**config.mk**
```make
export PLATFORM = sky130hd
export DESIGN_NAME = joy_db15_tx
export DESIGN_NICKNAME = d
export VERILOG_FILES = /design/src/rtl/joy_db15_pkg.sv /design/src/rtl/joy_db15_sync.sv /design/src/rtl/joy_db15_tx.sv
export SDC_FILE = /design/constraint.sdc
export NUM_CORES = 1
export LEC_CHECK = 0
export BUFFER_PORTS_ARGS = -buffer_cell sky130_fd_sc_hd__buf_2
export CORE_AREA = 2 2 95 97
export DETAILED_ROUTE_END_ITERATION = 8
export DIE_AREA = 0 0 97 99
export PLACE_DENSITY = 0.63
export RECOVER_POWER = 25
export SLEW_MARGIN = 30
export SYNTH_ARGS = -nofsm -noshare
export SYNTH_HDL_FRONTEND = slang
export SYNTH_SLANG_ARGS = --single-unit
```
**constraint.sdc**
```tcl
create_clock -name MCLK -period 1.85 [get_ports MCLK]
set_input_delay 0.185 -clock MCLK [delete_from_list [all_inputs] [get_ports MCLK]]
set_output_delay 0.185 -clock MCLK [all_outputs]
set_load 0.05 [all_outputs]
```
**src/rtl/joy_db15_pkg.sv**
```systemverilog
// Shared types and constants for the DB15 joystick serial transmitter.
// Optional input filter is enabled with JOY_DB15_TX_FILT_EN (see joy_db15_sync).
package joy_db15_pkg;

    localparam int FRAME_BITS       = 32;
    localparam int PLAYER_BITS      = 16;
    localparam int DEF_IDLE_TIMEOUT = 1048576;
    localparam int DEF_FILT_LEN     = 3;

    typedef enum logic [1:0] {
        ST_IDLE  = 2'd0,
        ST_LOAD  = 2'd1,
        ST_SHIFT = 2'd2,
        ST_DONE  = 2'd3
    } state_e;

    // Bit 0 of each player lands at the MSB end of its half so it leaves first.
    function automatic logic [FRAME_BITS-1:0] frame_word(
        input logic [PLAYER_BITS-1:0] p1,
        input logic [PLAYER_BITS-1:0] p2
    );
        logic [FRAME_BITS-1:0] w;
        for (int i = 0; i < PLAYER_BITS; i++) begin
            w[FRAME_BITS-1-i]  = ~p1[i];
            w[PLAYER_BITS-1-i] = ~p2[i];
        end
        return w;
    endfunction

endpackage

```
**src/rtl/joy_db15_sync.sv**
```systemverilog
// Pin conditioner: 2-flop synchronizer, optional FILT_LEN stability filter
// (built only when JOY_DB15_TX_FILT_EN is defined), and rise/fall detector.
module joy_db15_sync
    import joy_db15_pkg::*;
#(
    parameter int FILT_LEN = DEF_FILT_LEN
) (
    input  logic clk_sys,
    input  logic rst,
    input  logic pin,
    output logic level,
    output logic rise,
    output logic fall
);

    logic sync_p0;
    logic sync_p1;
    logic flt;
    logic edge_prev;

    // Stage 0/1: metastability hardening; idle-high so reset never fakes an edge
    always_ff @(posedge clk_sys) begin
        if (rst) begin
            sync_p0 <= 1'b1;
            sync_p1 <= 1'b1;
        end else begin
            sync_p0 <= pin;
            sync_p1 <= sync_p0;
        end
    end

`ifdef JOY_DB15_TX_FILT_EN
    localparam int CW = (FILT_LEN > 1) ? $clog2(FILT_LEN) : 1;

    logic [CW-1:0] stab_cnt;

    // Stage 2: accept a new level only after FILT_LEN matching samples
    always_ff @(posedge clk_sys) begin
        if (rst) begin
            flt      <= 1'b1;
            stab_cnt <= '0;
        end else if (sync_p1 == flt) begin
            stab_cnt <= '0;
        end else if (stab_cnt == CW'(FILT_LEN - 1)) begin
            flt      <= sync_p1;
            stab_cnt <= '0;
        end else begin
            stab_cnt <= stab_cnt + 1'b1;
        end
    end
`else
    localparam int unused_filt_len = FILT_LEN;

    assign flt = sync_p1;
`endif

    always_ff @(posedge clk_sys) begin
        if (rst) begin
            edge_prev <= 1'b1;
        end else begin
            edge_prev <= flt;
        end
    end

    // Edges stay combinational so the pin-to-data latency is exactly four clocks
    assign level = flt;
    assign rise  = flt & ~edge_prev;
    assign fall  = ~flt & edge_prev;

endmodule

```
**src/rtl/joy_db15_tx.sv**
```systemverilog
// DB15 joystick transmitter: serialises two 16-button pads to the host on
// JOY_LOAD/JOY_CLK. Define JOY_DB15_TX_FILT_EN to add the input glitch filter.
module joy_db15_tx
    import joy_db15_pkg::*;
#(
    parameter int FILT_LEN     = DEF_FILT_LEN,
    parameter int IDLE_TIMEOUT = DEF_IDLE_TIMEOUT
) (
    input  logic                   MCLK,
    input  logic                   RESET,
    input  logic [PLAYER_BITS-1:0] joystick1,
    input  logic [PLAYER_BITS-1:0] joystick2,
    input  logic                   JOY_CLK,
    input  logic                   JOY_LOAD,
    output logic                   JOY_DATA,
    output logic                   frame_done,
    output logic                   link_active
);

    localparam int IW = $clog2(IDLE_TIMEOUT + 1);

    state_e                  state;
    logic [FRAME_BITS-1:0]   sr;
    logic [5:0]              bit_cnt;
    logic [IW-1:0]           idle_cnt;
    logic                    load_seen;

    logic clk_lvl, clk_rise, clk_fall;
    logic load_lvl, load_rise, load_fall;
    logic unused_sync;

    function automatic logic [5:0] sat_bits(input logic [5:0] c);
        return (c == 6'(FRAME_BITS)) ? c : c + 6'd1;
    endfunction

    function automatic logic [IW-1:0] sat_idle(input logic [IW-1:0] c);
        return (c == IW'(IDLE_TIMEOUT)) ? c : c + 1'b1;
    endfunction

    joy_db15_sync #(.FILT_LEN(FILT_LEN)) u_sync_clk (
        .clk_sys (MCLK),
        .rst     (RESET),
        .pin     (JOY_CLK),
        .level   (clk_lvl),
        .rise    (clk_rise),
        .fall    (clk_fall)
    );

    joy_db15_sync #(.FILT_LEN(FILT_LEN)) u_sync_load (
        .clk_sys (MCLK),
        .rst     (RESET),
        .pin     (JOY_LOAD),
        .level   (load_lvl),
        .rise    (load_rise),
        .fall    (load_fall)
    );

    assign unused_sync = &{1'b0, clk_lvl, clk_fall, load_rise};

    // Stage 3: frame FSM and shift register; a low LOAD overrides everything
    always_ff @(posedge MCLK) begin
        if (RESET) begin
            state      <= ST_IDLE;
            sr         <= '1;
            bit_cnt    <= '0;
            frame_done <= 1'b0;
            JOY_DATA   <= 1'b1;
        end else begin
            frame_done <= 1'b0;
            JOY_DATA   <= (state == ST_IDLE) | sr[FRAME_BITS-1];
            if (!load_lvl) begin
                state   <= ST_LOAD;
                sr      <= frame_word(joystick1, joystick2);
                bit_cnt <= '0;
            end else begin
                case (state)
                    ST_LOAD: state <= ST_SHIFT;
                    ST_SHIFT: begin
                        if (clk_rise) begin
                            sr      <= {sr[FRAME_BITS-2:0], 1'b1};
                            bit_cnt <= sat_bits(bit_cnt);
                            if (bit_cnt == 6'(FRAME_BITS - 1)) begin
                                state      <= ST_DONE;
                                frame_done <= 1'b1;
                            end
                        end
                    end
                    ST_DONE: begin
                        if (clk_rise) begin
                            sr      <= {sr[FRAME_BITS-2:0], 1'b1};
                            bit_cnt <= sat_bits(bit_cnt);
                        end
                    end
                    default: ;
                endcase
            end
        end
    end

    always_ff @(posedge MCLK) begin
        if (RESET) begin
            idle_cnt  <= '0;
            load_seen <= 1'b0;
        end else if (load_fall) begin
            idle_cnt  <= '0;
            load_seen <= 1'b1;
        end else begin
            idle_cnt  <= sat_idle(idle_cnt);
        end
    end

    assign link_active = load_seen && (idle_cnt < IW'(IDLE_TIMEOUT));

endmodule

```
Yosys cells after proc, flatten, opt, wreduce, memory -nomap -nowiden
Index checks and enable logic that the tools add are counted.
Word-level totals
  bits in writable memories: 0
  input bits: 36
  output and inout port bits: 3
  memory bits (read-only): 0
  flip-flop bits (word level): 70
  bits in latches: 0
  memories: 0
Operators by class
  reduce and logical (&&, ||, !) cells: 11
  equality and inequality tests: 13
  $add $sub $neg: 2
  bitwise logic cells: 40
  shift-type cells: 0
  divide/modulo/power cells: 0
  $mul: 0
  multiplexer cells: 8
  order comparisons: 1
Operators with widths (number)
  2-to-1 mux 32 bit: 3
  NOT 1 bit: 37
  adder 21 x 1 -> 21 bit, second input constant: 1
  equality test 21 bit, second input constant: 1
  < comparator 21 bit, second input constant: 1
  inequality test 3 bit, second input constant: 3
  AND reduction 3 bit: 3
  inequality test 2 bit, second input constant: 4
  adder 6 x 1 -> 6 bit, second input constant: 1
  equality test 6 x 5 -> 1 bit, second input constant: 1
  equality test 6 bit, second input constant: 1
  OR reduction 2 bit: 3
  equality test 2 bit, second input constant: 2
  2-to-1 mux 2 bit: 2
  one-hot mux 2 bit (2 select lines): 1
  OR reduction 4 bit: 1
  bitwise AND 1 bit: 2
  equality test 2 x 1 -> 1 bit, second input constant: 1
  zero test 2 bit: 1
  2-to-1 mux 1 bit: 2
  AND reduction 2 bit: 1
  nonzero test 2 bit: 1
  logical AND 1 bit: 1
  bitwise OR 1 bit: 1

Logic depth before layout (Yosys ltp)
  word-level depth: 5
  gate-level depth with buffers: 8
  depth with buffers taken out: 6

By module
Synthesis repeated with hierarchy kept, for this count alone.
Second synthesis, totals
  cells, all modules: 327
  area, all modules: 3201.8 um^2
By module, submodules not included
  joy_db15_tx: instances 1, area each 3016.6 um^2, sequential area each 1281.2 um^2, cells an instance 311
  joy_db15_sync: instances 2, area each 92.6 um^2, sequential area each 60.1 um^2, cells an instance 8

Worst setup path before layout
Ideal clock, no wire load.
  path kind: flip-flop to flip-flop
  start: register idle_cnt[0]
  end: register idle_cnt[20]
  slack: 0.090 ns
  path buffers: 0
  data arrival time: 1.689 ns
  data required time: 1.779 ns
  cell stages (with the launch flop): 6
  cell sequence: dfxtp_1 ha_1 nand4_1 or4_4 or3_1 a21oi_1
Between the ends
  word-level cells in the longest chain between the ends: 1
  elaborated cells between the ends (all ways): 2
Ends and longest elaborated chain
  from (decl): line joy_db15_tx.sv:25  | logic [IW-1:0] idle_cnt;
  from (signal assigned): line joy_db15_tx.sv:108  | idle_cnt <= sat_idle(idle_cnt);
  adder 21 x 1 -> 21 bit / equality test 21 bit (equally long branches): line joy_db15_tx.sv:37  | return (c == IW'(IDLE_TIMEOUT)) ? c : c + 1'b1;
Several ways; a longest one is shown, not always the timed one.
A chain may end at the register's enable or synchronous reset.

Worst setup path after layout
  start: register idle_cnt[4]
  end: register idle_cnt[17]
The elaborated chain is that of the path after synthesis.

==> out/results.tsv <==
stage	metric	value	unit
outcome	outcome	completed	
sta	final-max-slew-violation-count	0	
synthesis	yosys_warnings	0	
route	routed-wl-met2	3470	um
sta	finalSetupViolCount	0	
power	swShare	0.248	
die	ioPinCount	39	
sta	hold_viol	0	
clock_network	cts.clk_slew.worst_paths	0.08	ns
route	first_pass_iters	4	
final_layout	multi_input_area	1770	sq um
synthesis	synth_common_cells	nand3_1, dfxtp_1, nand2_1	
route	met1_length	3720	um
worst_setup_path	arrival	2.02	ns
route	dr_wl_met3	341	um
final_layout	nFillCells	845	
grt	grt_usage	0.165	
synthesis	async_flop_share	0	
worst_setup_path	critPathCaptureType	register	
route	drt-total-wl	7560	um
place	gp_congestion	0.785	
synthesis	syn_inst	423	
power	switchingPower	861	uW
clock_network	clockRootBuffer	clkbuf_8	
die	fp.dieArea	9600	sq um
synthesis	synth_edf_count	0	
grt	overflow	0	
sta	fmax	572	MHz
power	power.density	874	nW/um^2
hold_path	hold_path_depth	2	
clock_network	holdBufCountCts	0	
die	die_h	99	um
worst_setup_path	path_class	register to register	
worst_setup_path	reg2regPathDepth	4	
power	p_int	2.60	mW
place	portBuffers	38	
final_layout	finalNetCount	503	
route	via_per_inst	5.31	
place	dp.cells	557	
sta	final.setup_skew	0.00895	ns
power	p_comb_frac	0.107	
clock_network	htree_levels	3	
sta	min_period	1.75	ns
route	vias	3043	
synthesis	ys_seq_area_frac	0.420	
sta	rsz0062_at_grt	false	
die	fp.dieW	97	um
clock_network	cts_sinks	70	
sta	fin_crit_sh	0.946	
route	detail_route.iter0.violations	105	
clock_network	cts_tree	built	
clock_network	cts_buffers	9	
die	coreArea	8550	sq um
grt	grt_pass1_vias	2909	
synthesis	synthesis.nets	466	
sta	hold_slack	0.0259	ns
final_layout	syn2layout_area_growth	18.9	%
grt	grt_max_degree	29	
route	top_layer	met4	
route	ant_nets	0	
power	p_leak	1.37	nW
synthesis	ys.flop_type	dfxtp_1	
place	dp_hpwl	5070	um
sta	relSlewSlack	0.459	
sta	timing.setup.tns	0	ns
synthesis	ys_types	38	
hold_path	hold_class	input pin to register	
worst_setup_path	cp_data_required_time	2.12	ns
synthesis	synthDominantCellAreaShare	0.420	
grt	grt_antenna_before_repair	0	
die	initial_core_util	0.390	
worst_setup_path	cp_max_fo	7	
synthesis	avgSynthCellArea	7.88	sq um
final_layout	register_area	1400	sq um
die	std_cell_rows	34	
synthesis	synth_area_leaders	dfxtp_1, nand3_1, a21o_1, o21ai_0, nand2_1	
worst_setup_path	startpoint_type	register	
clock_network	post_cts_resized	0	
route	post-route-drc-count	0	
synthesis	netlist_area	3330	sq um
clock_network	cts_setup_buffers	0	
synthesis	synth.most_common_cell	nand3_1	
final_layout	final_cells	573	
power	p_clk_frac	0.437	
synthesis	ys_ff_latch	70	
power	ir_drop	0.369	mV
final_layout	fin_util	0.463	
clock_network	clock_latency	0.34	ns
final_layout	drive_gt1_frac	0.183	
synthesis	synth_top_area_cell	dfxtp_1	
route	wl_per_cell	13.2	um
run	cap_violations	0	
power	pwr-share-seq	0.456	
clock_network	cts_buffer_depth	2	
final_layout	antenna_cells	0	
sta	tightest_slew	0.812	ns
grt	grt_pass1_wl	13300	um
[sequential cells by signal (all words and copies together) (netlist names)]
signal and cells:
u_sync_clk.level 1, u_sync_load.level 1, JOY_DATA 1, u_sync_clk.edge_prev 1, load_seen 1, bit_cnt 6
idle_cnt 21, u_sync_load.sync_p0 1, u_sync_clk.sync_p0 1, state 2, u_sync_load.edge_prev 1, sr 32
frame_done 1
[worst max-delay path, stage by stage, from the launching register on]
cell and delay [ns]:
dfxtp_1 0.46, nand4_4 0.17, or3_4 0.46, or4_1 0.43, a21oi_1 0.17
[metrics by stage]
stage               power, mW  cell area [sq um]  setup WS, ns
finish                   3.46               3960         0.101
global route             3.61               3960        0.0127
CTS                      3.50               3960        0.0152
detailed placement       1.99               3710        0.0304
global placement         1.98               3710         0.146
floorplan                1.84               3330        0.0904
[per-layer routing]
| layer | vias up | GRT usage |
|---|---|---|
| met5 | - | 0 |
| met3 | 2 | 0.0376 |
| li1 | 1563 | - |
| met2 | 65 | 0.261 |
| met4 | 0 | 0.0498 |
| met1 | 1413 | 0.225 |
[power groups by stage]
stage / Combinational, mW / Clock (mW) / Sequential [mW]
after global routing: 0.417 / 1.61 / 1.59
after global placement: 0.368 / 0 / 1.62
final: 0.371 / 1.51 / 1.58
after detailed placement: 0.373 / 0 / 1.62
after CTS: 0.374 / 1.55 / 1.58
after floorplan: 0.235 / 0 / 1.61
[cell families after synthesis]
family	synth area share
xor gates and xnor gates	0.0289
adders and majority gates	0.0263
buffers and inverters	0.0533
and+or+nand+nor	0.294
DFF	0.420
AOI/OAI and AO/OA	0.177
[layout by cell type (no fill, tap or decap), types with 9 or more instances in the layout]
master    instances
dfxtp_1          69
o21ai_0          42
inv_1            14
or2_2             9
nor2_1           19
nand2_1          43
a21oi_1          14
a21o_1           31
buf_2            34
clkbuf_8          9
nand3_1          75
buf_4            15
xnor2_1           9
[area by class of cell]
cell class	count	area share
Inverter	15	0.0142
Clock buffer	9	0.0313
Clock inverter	7	0.0306
Tap cell	108	0.0341
Sequential cell	70	0.354
Multi-Input combinational cell	306	0.447
Timing Repair Buffer	58	0.0887
[final timing paths]
kind                                     startpoint                  to  slack, ns
worst min register to register  u_sync_load.sync_p0   u_sync_load.level       0.41
worst max-delay path                    idle_cnt[4]        idle_cnt[17]       0.10
worst min-delay path                        JOY_CLK  u_sync_clk.sync_p0       0.03
worst max register to register          idle_cnt[4]        idle_cnt[17]       0.10
Note: power is estimated with default switching activity, not from simulation.
